`src/rtl/uart_pkg.sv`:
```
// Shared definitions for the UART transmit peripheral: register offsets,
// transmit FSM state encoding and configuration reset defaults.
package uart_pkg;

    // Register byte offsets within the peripheral
    localparam logic [31:0] ADDR_DATA   = 32'h0000_0000;
    localparam logic [31:0] ADDR_READY  = 32'h0000_0004;
    localparam logic [31:0] ADDR_BUSY   = 32'h0000_0008;
    localparam logic [31:0] ADDR_BAUD   = 32'h0000_000C;
    localparam logic [31:0] ADDR_PARITY = 32'h0000_0010;
    localparam logic [31:0] ADDR_STOP   = 32'h0000_0014;
    localparam logic [31:0] ADDR_RST    = 32'h0000_0024;

    // Configuration values after reset or soft reset
    localparam logic [16:0] BAUD_RESET   = 17'd9600;
    localparam logic        PARITY_RESET = 1'b1;
    localparam logic        STOP_RESET   = 1'b1;

    typedef enum logic [2:0] {
        StIdle,
        StStart,
        StData,
        StParity,
        StStop
    } tx_state_e;

    // Even parity: the parity bit makes the total count of ones even
    function automatic logic even_parity(input logic [7:0] data);
        return ^data;
    endfunction

endpackage

```
`src/rtl/uart_tx_core.sv`:
```
// UART transmit engine: fractional baud accumulator, frame FSM and data shift
// register. Accepts a byte through a valid/ready handshake; ready is offered in
// IDLE and on the final tick of the last stop bit so frames can run back-to-back.
// clear_i is a synchronous abort that returns the engine to IDLE with the line high.
module uart_tx_core
    import uart_pkg::*;
#(
    parameter int unsigned CLK_FREQ_HZ = 10_000_000
) (
    input  logic        clk_i,
    input  logic        rst_i,
    input  logic        clear_i,
    input  logic [16:0] baudrate_i,
    input  logic        parity_en_i,
    input  logic        stopbit_i,
    input  logic [7:0]  data_i,
    input  logic        valid_i,
    output logic        ready_o,
    output logic        busy_o,
    output logic        tx_o
);

    localparam logic [31:0] ClkFreq = 32'(CLK_FREQ_HZ);

    tx_state_e   state_q, state_d;
    logic [31:0] acc_q, acc_d;
    logic [31:0] acc_sum;
    logic [7:0]  shift_q, shift_d;
    logic [2:0]  bit_cnt_q, bit_cnt_d;
    logic        par_q, par_d;
    logic        par_en_q, par_en_d;
    logic        stop2_q, stop2_d;
    logic        stop_cnt_q, stop_cnt_d;
    logic        tick;
    logic        last_stop;
    logic        fire;

    // Baud tick fires when the accumulator would reach the clock frequency
    assign acc_sum   = acc_q + {15'b0, baudrate_i};
    assign tick      = (state_q != StIdle) && (acc_sum >= ClkFreq);
    // Second stop bit only exists when two stop bits were latched for this frame
    assign last_stop = (state_q == StStop) && (!stop2_q || stop_cnt_q);
    assign fire      = valid_i && ready_o;

    // State and datapath registers
    always_ff @(posedge clk_i or posedge rst_i) begin
        if (rst_i) begin
            state_q    <= StIdle;
            acc_q      <= '0;
            shift_q    <= '0;
            bit_cnt_q  <= '0;
            par_q      <= 1'b0;
            par_en_q   <= 1'b0;
            stop2_q    <= 1'b0;
            stop_cnt_q <= 1'b0;
        end else begin
            state_q    <= state_d;
            acc_q      <= acc_d;
            shift_q    <= shift_d;
            bit_cnt_q  <= bit_cnt_d;
            par_q      <= par_d;
            par_en_q   <= par_en_d;
            stop2_q    <= stop2_d;
            stop_cnt_q <= stop_cnt_d;
        end
    end

    // Next-state: frame sequencing, bit shifting and accumulator update
    always_comb begin
        state_d    = state_q;
        shift_d    = shift_q;
        bit_cnt_d  = bit_cnt_q;
        par_d      = par_q;
        par_en_d   = par_en_q;
        stop2_d    = stop2_q;
        stop_cnt_d = stop_cnt_q;

        // Accumulator rests at zero in IDLE, so every frame from IDLE starts clean
        if (state_q == StIdle) begin
            acc_d = '0;
        end else if (tick) begin
            acc_d = acc_sum - ClkFreq;
        end else begin
            acc_d = acc_sum;
        end

        if (fire) begin
            state_d    = StStart;
            shift_d    = data_i;
            par_d      = even_parity(data_i);
            par_en_d   = parity_en_i;
            stop2_d    = stopbit_i;
            bit_cnt_d  = '0;
            stop_cnt_d = 1'b0;
        end else begin
            case (state_q)
                StStart: begin
                    if (tick) begin
                        state_d   = StData;
                        bit_cnt_d = '0;
                    end
                end
                StData: begin
                    if (tick) begin
                        shift_d   = {1'b0, shift_q[7:1]};
                        bit_cnt_d = bit_cnt_q + 3'd1;
                        if (bit_cnt_q == 3'd7) begin
                            state_d    = par_en_q ? StParity : StStop;
                            stop_cnt_d = 1'b0;
                        end
                    end
                end
                StParity: begin
                    if (tick) begin
                        state_d    = StStop;
                        stop_cnt_d = 1'b0;
                    end
                end
                StStop: begin
                    if (tick) begin
                        if (last_stop) begin
                            state_d = StIdle;
                        end else begin
                            stop_cnt_d = 1'b1;
                        end
                    end
                end
                default: state_d = StIdle;
            endcase
        end

        if (clear_i) begin
            state_d    = StIdle;
            acc_d      = '0;
            shift_d    = '0;
            bit_cnt_d  = '0;
            par_d      = 1'b0;
            par_en_d   = 1'b0;
            stop2_d    = 1'b0;
            stop_cnt_d = 1'b0;
        end
    end

    // Outputs: line level per state, handshake and busy flag
    always_comb begin
        ready_o = (state_q == StIdle) || (last_stop && tick);
        busy_o  = (state_q != StIdle);
        case (state_q)
            StIdle:   tx_o = 1'b1;
            StStart:  tx_o = 1'b0;
            StData:   tx_o = shift_q[0];
            StParity: tx_o = par_q;
            StStop:   tx_o = 1'b1;
            default:  tx_o = 1'b1;
        endcase
    end

endmodule

```
`src/rtl/uart_tx_sb_ctrl.sv`:
```
// System-bus UART transmit controller: register decode, configuration
// registers, transmit buffer and completion interrupt around uart_tx_core.
// Build option UART_TX_FIFO_EN: when defined the buffer is a FIFO_DEPTH-entry
// circular FIFO, otherwise a single holding register with a valid bit.
module uart_tx_sb_ctrl
    import uart_pkg::*;
#(
    parameter int unsigned CLK_FREQ_HZ = 10_000_000,
    parameter int unsigned FIFO_DEPTH  = 4
) (
    input  logic        clk_i,
    input  logic        rst_i,
    input  logic        req_i,
    input  logic [31:0] addr_i,
    input  logic        write_enable_i,
    input  logic [31:0] write_data_i,
    output logic [31:0] read_data_o,
    output logic        interrupt_request_o,
    input  logic        interrupt_return_i,
    output logic        tx_o
);

    logic        wr, rd, wr_data, soft_rst;
    logic        push, pop;
    logic        buf_ready, buf_empty, busy;
    logic [7:0]  core_data;
    logic        core_ready, core_busy;

    logic [16:0] baud_q, baud_d;
    logic        parity_q, parity_d;
    logic        stop_q, stop_d;
    logic        irq_q, irq_d;
    logic        busy_prev_q, busy_prev_d;
    logic [31:0] rdata_q, rdata_d;

    // Upper write-data bits carry no register content
    logic        unused_wdata;
    assign unused_wdata = ^write_data_i[31:17];

    assign wr       = req_i && write_enable_i;
    assign rd       = req_i && !write_enable_i;
    assign wr_data  = wr && (addr_i == ADDR_DATA);
    assign soft_rst = wr && (addr_i == ADDR_RST);
    assign busy     = core_busy || !buf_empty;
    assign pop      = !buf_empty && core_ready;
    // A pop in the same cycle frees a slot, so a full buffer still takes the push
    assign push     = wr_data && (buf_ready || pop);

`ifdef UART_TX_FIFO_EN
    localparam int unsigned PtrW = $clog2(FIFO_DEPTH);
    localparam int unsigned CntW = PtrW + 1;

    logic [7:0]      mem_q [FIFO_DEPTH];
    logic [PtrW-1:0] wptr_q, wptr_d, rptr_q, rptr_d;
    logic [CntW-1:0] count_q, count_d;

    assign buf_ready = (count_q < CntW'(FIFO_DEPTH));
    assign buf_empty = (count_q == '0);
    assign core_data = mem_q[rptr_q];

    // FIFO storage, written at the write pointer
    always_ff @(posedge clk_i) begin
        if (push) begin
            mem_q[wptr_q] <= write_data_i[7:0];
        end
    end

    // FIFO pointers and occupancy count
    always_ff @(posedge clk_i or posedge rst_i) begin
        if (rst_i) begin
            wptr_q  <= '0;
            rptr_q  <= '0;
            count_q <= '0;
        end else begin
            wptr_q  <= wptr_d;
            rptr_q  <= rptr_d;
            count_q <= count_d;
        end
    end

    // Pointers wrap naturally since the depth is a power of two
    always_comb begin
        wptr_d  = wptr_q;
        rptr_d  = rptr_q;
        count_d = count_q;
        if (push) begin
            wptr_d = wptr_q + PtrW'(1);
        end
        if (pop) begin
            rptr_d = rptr_q + PtrW'(1);
        end
        case ({push, pop})
            2'b10:   count_d = count_q + CntW'(1);
            2'b01:   count_d = count_q - CntW'(1);
            default: count_d = count_q;
        endcase
        if (soft_rst) begin
            wptr_d  = '0;
            rptr_d  = '0;
            count_d = '0;
        end
    end
`else
    localparam int unsigned unused_depth = FIFO_DEPTH;

    logic [7:0] hold_q, hold_d;
    logic       valid_q, valid_d;

    assign buf_ready = !valid_q;
    assign buf_empty = !valid_q;
    assign core_data = hold_q;

    // Single holding register with valid flag
    always_ff @(posedge clk_i or posedge rst_i) begin
        if (rst_i) begin
            hold_q  <= '0;
            valid_q <= 1'b0;
        end else begin
            hold_q  <= hold_d;
            valid_q <= valid_d;
        end
    end

    // Pop is applied before push so a simultaneous pair refills the register
    always_comb begin
        hold_d  = hold_q;
        valid_d = valid_q;
        if (pop) begin
            valid_d = 1'b0;
        end
        if (push) begin
            hold_d  = write_data_i[7:0];
            valid_d = 1'b1;
        end
        if (soft_rst) begin
            valid_d = 1'b0;
        end
    end
`endif

    // Control registers: config, IRQ, busy history, read data
    always_ff @(posedge clk_i or posedge rst_i) begin
        if (rst_i) begin
            baud_q      <= BAUD_RESET;
            parity_q    <= PARITY_RESET;
            stop_q      <= STOP_RESET;
            irq_q       <= 1'b0;
            busy_prev_q <= 1'b0;
            rdata_q     <= '0;
        end else begin
            baud_q      <= baud_d;
            parity_q    <= parity_d;
            stop_q      <= stop_d;
            irq_q       <= irq_d;
            busy_prev_q <= busy_prev_d;
            rdata_q     <= rdata_d;
        end
    end

    // Config writes are locked out while a transmission is pending or running
    always_comb begin
        baud_d   = baud_q;
        parity_d = parity_q;
        stop_d   = stop_q;
        if (wr && !busy) begin
            case (addr_i)
                ADDR_BAUD:   baud_d   = write_data_i[16:0];
                ADDR_PARITY: parity_d = write_data_i[0];
                ADDR_STOP:   stop_d   = write_data_i[0];
                default:     ;
            endcase
        end
        if (soft_rst) begin
            baud_d   = BAUD_RESET;
            parity_d = PARITY_RESET;
            stop_d   = STOP_RESET;
        end
    end

    // IRQ on the engine falling back to IDLE; an aborted frame must not raise it
    always_comb begin
        busy_prev_d = soft_rst ? 1'b0 : core_busy;
        irq_d       = irq_q;
        if (interrupt_return_i || wr_data) begin
            irq_d = 1'b0;
        end
        if (busy_prev_q && !core_busy) begin
            irq_d = 1'b1;
        end
        if (soft_rst) begin
            irq_d = 1'b0;
        end
    end

    // Registered read mux; holds its value between reads
    always_comb begin
        rdata_d = rdata_q;
        if (rd) begin
            case (addr_i)
                ADDR_READY:  rdata_d = {31'b0, buf_ready};
                ADDR_BUSY:   rdata_d = {31'b0, busy};
                ADDR_BAUD:   rdata_d = {15'b0, baud_q};
                ADDR_PARITY: rdata_d = {31'b0, parity_q};
                ADDR_STOP:   rdata_d = {31'b0, stop_q};
                default:     rdata_d = '0;
            endcase
        end
    end

    assign read_data_o         = rdata_q;
    assign interrupt_request_o = irq_q;

    uart_tx_core #(
        .CLK_FREQ_HZ (CLK_FREQ_HZ)
    ) u_core (
        .clk_i       (clk_i),
        .rst_i       (rst_i),
        .clear_i     (soft_rst),
        .baudrate_i  (baud_q),
        .parity_en_i (parity_q),
        .stopbit_i   (stop_q),
        .data_i      (core_data),
        .valid_i     (!buf_empty),
        .ready_o     (core_ready),
        .busy_o      (core_busy),
        .tx_o        (tx_o)
    );

endmodule

```
`config.mk`:
```
export PLATFORM = sky130hd
export DESIGN_NAME = uart_tx_sb_ctrl
export DESIGN_NICKNAME = d
export VERILOG_FILES = /design/src/rtl/uart_pkg.sv /design/src/rtl/uart_tx_core.sv /design/src/rtl/uart_tx_sb_ctrl.sv
export SDC_FILE = /design/constraint.sdc
export NUM_CORES = 1
export LEC_CHECK = 0
export ABC_CLOCK_PERIOD_IN_PS = 8350
export CAP_MARGIN = 20
export CORE_ASPECT_RATIO = 0.75
export CORE_MARGIN = 5
export CORE_UTILIZATION = 50
export CTS_BUF_LIST = sky130_fd_sc_hd__clkbuf_4 sky130_fd_sc_hd__clkbuf_8
export CTS_CLUSTER_SIZE = 28
export DETAILED_ROUTE_END_ITERATION = 10
export GPL_TIMING_DRIVEN = 1
export PLACE_DENSITY = 0.76
export SYNTH_ARGS = -nofsm -noshare
export SYNTH_HDL_FRONTEND = slang
export SYNTH_SLANG_ARGS = --single-unit
```
`constraint.sdc`:
```
create_clock -name clk_i -period 8.35 [get_ports clk_i]
set_input_delay 0.835 -clock clk_i [delete_from_list [all_inputs] [get_ports clk_i]]
set_output_delay 0.835 -clock clk_i [all_outputs]
set_load 0.02 [all_outputs]
```
## Yosys cells after proc, flatten, opt, wreduce, memory -nomap -nowiden

Index checks and enable logic that the tools add are counted.

| storage, ports and cells | value |
|---|---|
| logic and storage cells | 135 |
| input port bits | 69 |
| output and inout port bits | 34 |
| flip-flop bits (word level) | 112 |

| cells by class | value |
|---|---|
| $add $sub $neg | 3 |
| $lt $le $gt $ge | 1 |
| reduce and logical (&&, ||, !) cells | 43 |
| muxes and demuxes | 54 |
| eq/ne operators | 18 |

Operators by type and width:

| operator | count |
|---|---|
| 32-bit 2-to-1 mux | 3 |
| 17-bit one-hot mux with 5 select lines | 1 |
| 32-bit by 4-bit == test with 1-bit output, second input constant | 2 |
| 32-bit by 5-bit == test with 1-bit output, second input constant | 2 |
| 17-bit 2-to-1 mux | 3 |
| 3-bit 2-to-1 mux | 13 |
| 32-bit by 17-bit adder with 32-bit output | 1 |
| 32-bit by 3-bit == test with 1-bit output, second input constant | 1 |
| 32-bit by 6-bit == test with 1-bit output, second input constant | 1 |
| 32-bit by 24-bit >= comparator with 1-bit output, second input constant | 1 |
| 32-bit zero test | 1 |
| 8-bit 2-to-1 mux | 4 |
| 32-bit by 24-bit subtractor with 32-bit output, second input constant | 1 |
| 1-bit 2-to-1 mux | 26 |
| 4-bit by 3-bit inequality test with 1-bit output, second input constant | 6 |
| 3-bit nonzero test | 5 |
| 3-bit one-hot mux with 4 select lines | 1 |
| 6-bit AND reduction | 2 |
| 1-bit logical AND | 11 |
| 2-bit nonzero test | 5 |
| 2-bit AND reduction | 4 |
| 8-bit parity | 1 |
| 3-bit by 2-bit == test with 1-bit output, second input constant | 2 |
| 3-bit == test, second input constant | 2 |
| 11 further kinds | 20 |

## Depth between registers and ports, before layout

| logic depth | value |
|---|---|
| word-level depth | 10 |
| mapped depth | 16 |
| mapped depth without buffers | 16 |

## Modules after synthesis

From an unflattened synthesis, not the netlist that was laid out.

| unflattened totals | value |
|---|---|
| cells, all modules | 715 |
| area, all modules | 6777.8 um^2 |

By module, submodules not included:

| module | area each (um^2) | cells each | times used | sequential area each (um^2) |
|---|---|---|---|---|
| uart_tx_core | 4419.2 | 503 | 1 | 1251.2 |
| uart_tx_sb_ctrl | 2358.5 | 212 | 1 | 1183.6 |

## Worst setup path before layout

No wires, ideal clock.

| timing | value |
|---|---|
| path kind | reg-to-reg |
| start | register baud_q[0] |
| end | register hold_q[6], in the netlist core_data[6] |
| period minus slack after synthesis | 3691 ps |
| slack | 4659 ps |
| arrival | 3563 ps |
| library setup time | 128 ps |
| path buffers | 0 |
| required time | 8222 ps |
| stages on the path, launching flop included | 16 |
| cell sequence | dfrtp_1 -> ha_1 -> inv_1 -> fa_1 -> nand2b_1 -> a21oi_1 -> o211ai_2 -> a311oi_2 -> o21ai_2 -> xor2_2 -> nand3_2 -> nor4_4 -> a21oi_4 -> o21ai_2 -> a21oi_4 -> mux2_1 |

| on the way | value |
|---|---|
| longest elaborated chain between the ends | 8 |

RTL lines:

| item | line | source |
|---|---|---|
| start, declared | uart_tx_sb_ctrl.sv:29 | `logic [16:0] baud_q, baud_d;` |
| start signal, assigned | uart_tx_sb_ctrl.sv:151 | `baud_q <= baud_d;` |
| 32-bit by 17-bit adder with 32-bit output | uart_tx_core.sv:39 | `assign acc_sum = acc_q + {15'b0, baudrate_i};` |
| 32-bit by 24-bit >= comparator with 1-bit output | uart_tx_core.sv:40 | `assign tick = (state_q != StIdle) && (acc_sum >= ClkFreq);` |
| 1-bit logical AND | uart_tx_core.sv:40 |  |
| 1-bit logical AND | uart_tx_core.sv:146 | `ready_o = (state_q == StIdle) \|\| (last_stop && tick);` |
| 1-bit logical OR | uart_tx_core.sv:146 |  |
| 1-bit logical AND | uart_tx_sb_ctrl.sv:45 | `assign pop = !buf_empty && core_ready;` |
| 1-bit logical OR | uart_tx_sb_ctrl.sv:47 | `assign push = wr_data && (buf_ready \|\| pop);` |
| 1-bit logical AND | uart_tx_sb_ctrl.sv:47 |  |
| end signal, assigned | uart_tx_sb_ctrl.sv:119 | `hold_q <= hold_d;` |
| end, declared | uart_tx_sb_ctrl.sv:106 | `logic [7:0] hold_q, hold_d;` |

Every way passes these cells.
A chain may end at the register's enable or synchronous reset.

## Final worst setup path

| timing | value |
|---|---|
| start | register baud_q[0] |
| end | register u_core.shift_q[5] |

| on the way | value |
|---|---|
| longest elaborated chain between the ends | 8 |
| elaborated cells on any way between the ends | 11 |
| classes of those cells | 1 x add/sub; 1 x order compare; 2 x mux; 7 x reduce/logical |

RTL lines:

| item | line | source |
|---|---|---|
| 32-bit by 17-bit adder with 32-bit output (*) | uart_tx_core.sv:39 |  |
| 32-bit by 24-bit >= comparator with 1-bit output (*) | uart_tx_core.sv:40 |  |
| 1-bit logical AND (*) | uart_tx_core.sv:40 |  |
| 1-bit logical AND | uart_tx_core.sv:146 |  |
| 1-bit logical OR | uart_tx_core.sv:146 |  |
| 1-bit logical AND | uart_tx_core.sv:43 | `assign fire = valid_i && ready_o;` |
| 3-bit nonzero test (no line) / 8-bit 2-to-1 mux (equally long branches) | -- |  |
| 2-bit AND reduction (no line) / 8-bit 2-to-1 mux (equally long branches) | -- |  |
| end signal, assigned | uart_tx_core.sv:59 | `shift_q <= shift_d;` |
| end, declared | uart_tx_core.sv:28 | `logic [7:0] shift_q, shift_d;` |

Mark *: on every way between the ends. The rest lies on a longest branch, timed or not.

==> flow_metrics.py <==
metrics = {
    "sta": {
        "finalHoldViolations": 0,
        "setup_slack_ns": 3.74,
        "achievable_frequency_mhz": 217,
        "finalMaxSlewViolations": 0,
        "tightest_pin_transition_ns": 1.07,
        "period_minus_slack_ns": 4.61,
        "final_total_negative_setup_slack_ns": 0,
        "final-setup-viol-count": 0,
        "final.period_utilization_pct": 55.2,
        "setup_repair_after_global_routing_missed_its_margin": "false",
        "timing.clock.skew_ns": 0.0109,
        "slew-limit-headroom_pct": 28.3,
    },
    "placed_design": {
        "pre_cts_setup_slack_ns": 3.88,
        "gpl.final_weighted_congestion": 0.904,
        "dp_hpwl_mm": 11.6,
        "port_buffer_count": 72,
    },
    "power_and_ir_drop": {
        "cell_int_power_uw": 608,
        "sequential_power_share_pct": 57.8,
        "clock_power_share_pct": 36.2,
        "share_comb_of_total_power_pct": 6.0,
        "leakagePower_uw": 0.00304,
        "cellPowerDensity_nw_per_um2": 113,
        "switching_share_pct": 25.1,
        "netSwitchingPower_uw": 204,
        "max-vdd-ir-drop_uv": 79.2,
    },
    "detailed_routing": {
        "wire_per_inst_um": 17.6,
        "vias_per_cell": 5.79,
        "post_route_wl_mm": 15.2,
        "via_count": 5003,
        "number_of_nets_with_antenna_violations_after_detailed_routing": 0,
        "drc_errors": 0,
        "violation_count_after_the_first_detailed_route_iteration": 461,
        "drt_pre_antenna_iters": 5,
    },
    "worst_setup_path": {
        "worst_ep_required_time_ns": 8.61,
        "timing.critical_path.from": "baud_q[0]",
        "end_kind": "flip-flop",
        "cp.arrival_ns": 4.87,
        "startpoint_type": "flip-flop",
        "path_class": "flip-flop to flip-flop",
        "critical_path_peak_fanout": 12,
        "reg2reg_slack_ns": 3.74,
        "r2r_start": "baud_q[0]",
    },
    "job": {
        "cap_violations": 0,
    },
    "synthesis": {
        "syn_area_um2": 6220,
        "synth_cells": 633,
        "yosys.cell_types.count": 85,
        "xor_xnor_cell_area_share_of_the_yosys_netlist_pct": 9.21,
        "yosysWarnings": 0,
        "synth_edf_count": 0,
        "synth_mux_area_share_pct": 4.18,
        "synth_compound_gate_area_share_pct": 20.4,
        "synth_top_family_by_area": "compound AO/OA/AOI/OAI gates",
        "synth-seq-area-share_pct": 39.1,
        "async_flop_share_pct": 100,
        "syn_avg_cell_area_um2": 9.83,
        "synth_simple_gate_area_share_pct": 17.7,
        "synth_adder_area_share_pct": 4.35,
        "postSynth.topFlopCell": "dfrtp_1",
        "synth.ff_latch_count": 97,
    },
    "finish": {
        "fillCellCount": 1025,
        "final_net_count": 783,
        "commonest_cells_after_routing_fill_and_taps_aside": "dfrtp_1, clkdlybuf4s50_1, nor2_1, nand2_1, xnor2_1",
        "regArea_um2": 2430,
        "layout.cells.most_common": "dfrtp_1",
        "areaGrowthSynthToFinish_pct": 15.1,
        "drive_above_1_share_pct": 11.0,
        "diodes": 0,
        "multi_input_area_um2": 3530,
    },
    "die": {
        "coreArea_um2": 12200,
        "die_area_um2": 14800,
        "row_count": 35,
        "initial_core_util_pct": 50.9,
        "die_height_um": 107,
        "boundaryPins": 103,
        "dieWidth_um": 139,
    },
    "clock_network": {
        "clock_path_buffers": 2,
        "postCtsSetupBuffers": 0,
        "cts-buffers-inserted": 9,
        "worst_skew_pair.late_latency_ns": 0.38,
        "clock_tree.htree_level_count": 3,
        "cts_resized": 0,
        "clock_tree_from_tritoncts": "yes",
        "clk_pin_slew_worst_paths_ns": 0.09,
        "clock_tree.root_cell": "clkbuf_8",
        "cts.hold.buffers_added": 0,
        "clock_sink_count": 97,
    },
    "global_routing": {
        "grt_overflow_total": 0,
        "grt_antenna_before_repair": 0,
        "gr_usage_total_pct": 20.7,
        "first_global_vias": 4953,
        "grt_pass1_wl_mm": 25.1,
        "largest_net_degree_at_the_start_of_global_routing": 61,
    },
    "run_status": {
        "status": "finished, final reports clean",
    },
    "hold_path": {
        "worst_min_path_class": "flip-flop to flip-flop",
        "min_from": "read_data_o[0]",
    },
}
==> per-stage QoR <==
| stage | std cells | instance area [µm²] | utilization (%) | hold slack (ns) | power, µW |
|---|---|---|---|---|---|
| after global placement | 847 | 6960 | 57.0 | 0.461 | 527 |
| after floorplan | 647 | 6270 | - | 0.456 | 501 |
| final | 864 | 7160 | 58.6 | 0.509 | 812 |
| after CTS | 864 | 7160 | 58.6 | 0.517 | 818 |
| after detailed placement | 848 | 6980 | 57.1 | 0.493 | 528 |
| after global routing | 864 | 7160 | 58.6 | 0.530 | 845 |
==> final cells by class <==
type,instances,share of cell area [%]
Timing Repair Buffer,75,10.5
Inverter,13,0.699
Tap cell,166,2.90
Clock buffer,10,1.84
Multi-Input combinational cell,497,49.3
Sequential cell,97,34.0
Clock inverter,6,0.717
==> logic make-up after synthesis <==
| logic type | count (synthesis) |
|---|---|
| other cells | 1 |
| compound gates | 154 |
| fa+ha+maj | 21 |
| buf+inv | 53 |
| simple gates | 220 |
| flops | 97 |
| mux | 25 |
| xor+xnor | 62 |
==> worst max-delay path: stages (launching register included) <==
cell	delay (ns)
dfrtp_1	0.39
ha_1	0.25
inv_1	0.08
fa_1	0.42
nand2b_1	0.22
a21o_1	0.23
a211oi_1	0.45
nand2b_1	0.23
xor2_1	0.32
o211ai_1	0.19
a31oi_2	0.25
o21ai_4	0.15
a211oi_2	0.94
mux2i_1	0.28
o2bb2ai_1	0.11
==> power by group through the flow <==
stage	Clock [µW]	Sequential, µW	Combinational (µW)
global placement	0	479	47.9
CTS	300	470	49.0
floorplan	0	479	21.9
detailed placement	0	479	48.8
finish	294	470	48.5
global route	322	470	52.9
==> cell usage after synthesis, drive strengths merged (3+ instances only) <==
master	count	area, µm²
a31oi	4	46.3
dfstp	6	158
xnor2	44	400
and4	4	35.0
nor2	73	279
and3	8	50.1
nand3	13	70.1
dfrtp	91	2280
mux2i	17	170
and2	6	40.0
o2bb2ai	7	61.3
o21ai	22	129
nor2b	5	31.3
or2	4	25.0
xor2	18	173
a21o	5	38.8
nor3	25	125
o21a	3	22.5
nor4	11	83.8
o22a	5	43.8
o211ai	11	111
mux2	8	90.1
a32oi	3	26.3
nand2b	6	37.5
a22o	28	245
buf	26	183
nand4	7	43.8
nand2	45	176
a21oi	32	190
a211oi	14	148
a21boi	4	33.8
ha	20	250
or3	4	26.3
inv	12	45.0
clkbuf	14	73.8
==> sequential cells by signal, summed over array words and instances, names as in the netlist, 3 cells and up <==
name,flops
u_core.shift_q,8
u_core.acc_q,32
core_data,8
read_data_o,17
u_core.state_q,3
baud_q,17
u_core.bit_cnt_q,3
==> per-layer routing <==
layer,vias up,part of all wire [%],global-route usage (%)
li1,2388,-,-
met1,2432,47,29.0
met2,152,45,32.6
met3,31,5.7,4.37
met4,0,2.1,5.94
met5,-,0,0
==> final timing paths <==
| kind | endpoint | cells after the start |
|---|---|---|
| max | u_core.shift_q[5] | 14 |
| max reg2reg | u_core.shift_q[5] | 14 |
| min | read_data_o[0] | 2 |
| min reg2reg | read_data_o[0] | 2 |
| max in group asynchronous | u_core.stop2_q | 3 |
| min in group asynchronous | baud_q[9] | 2 |
(Power assumes the default switching activity.)
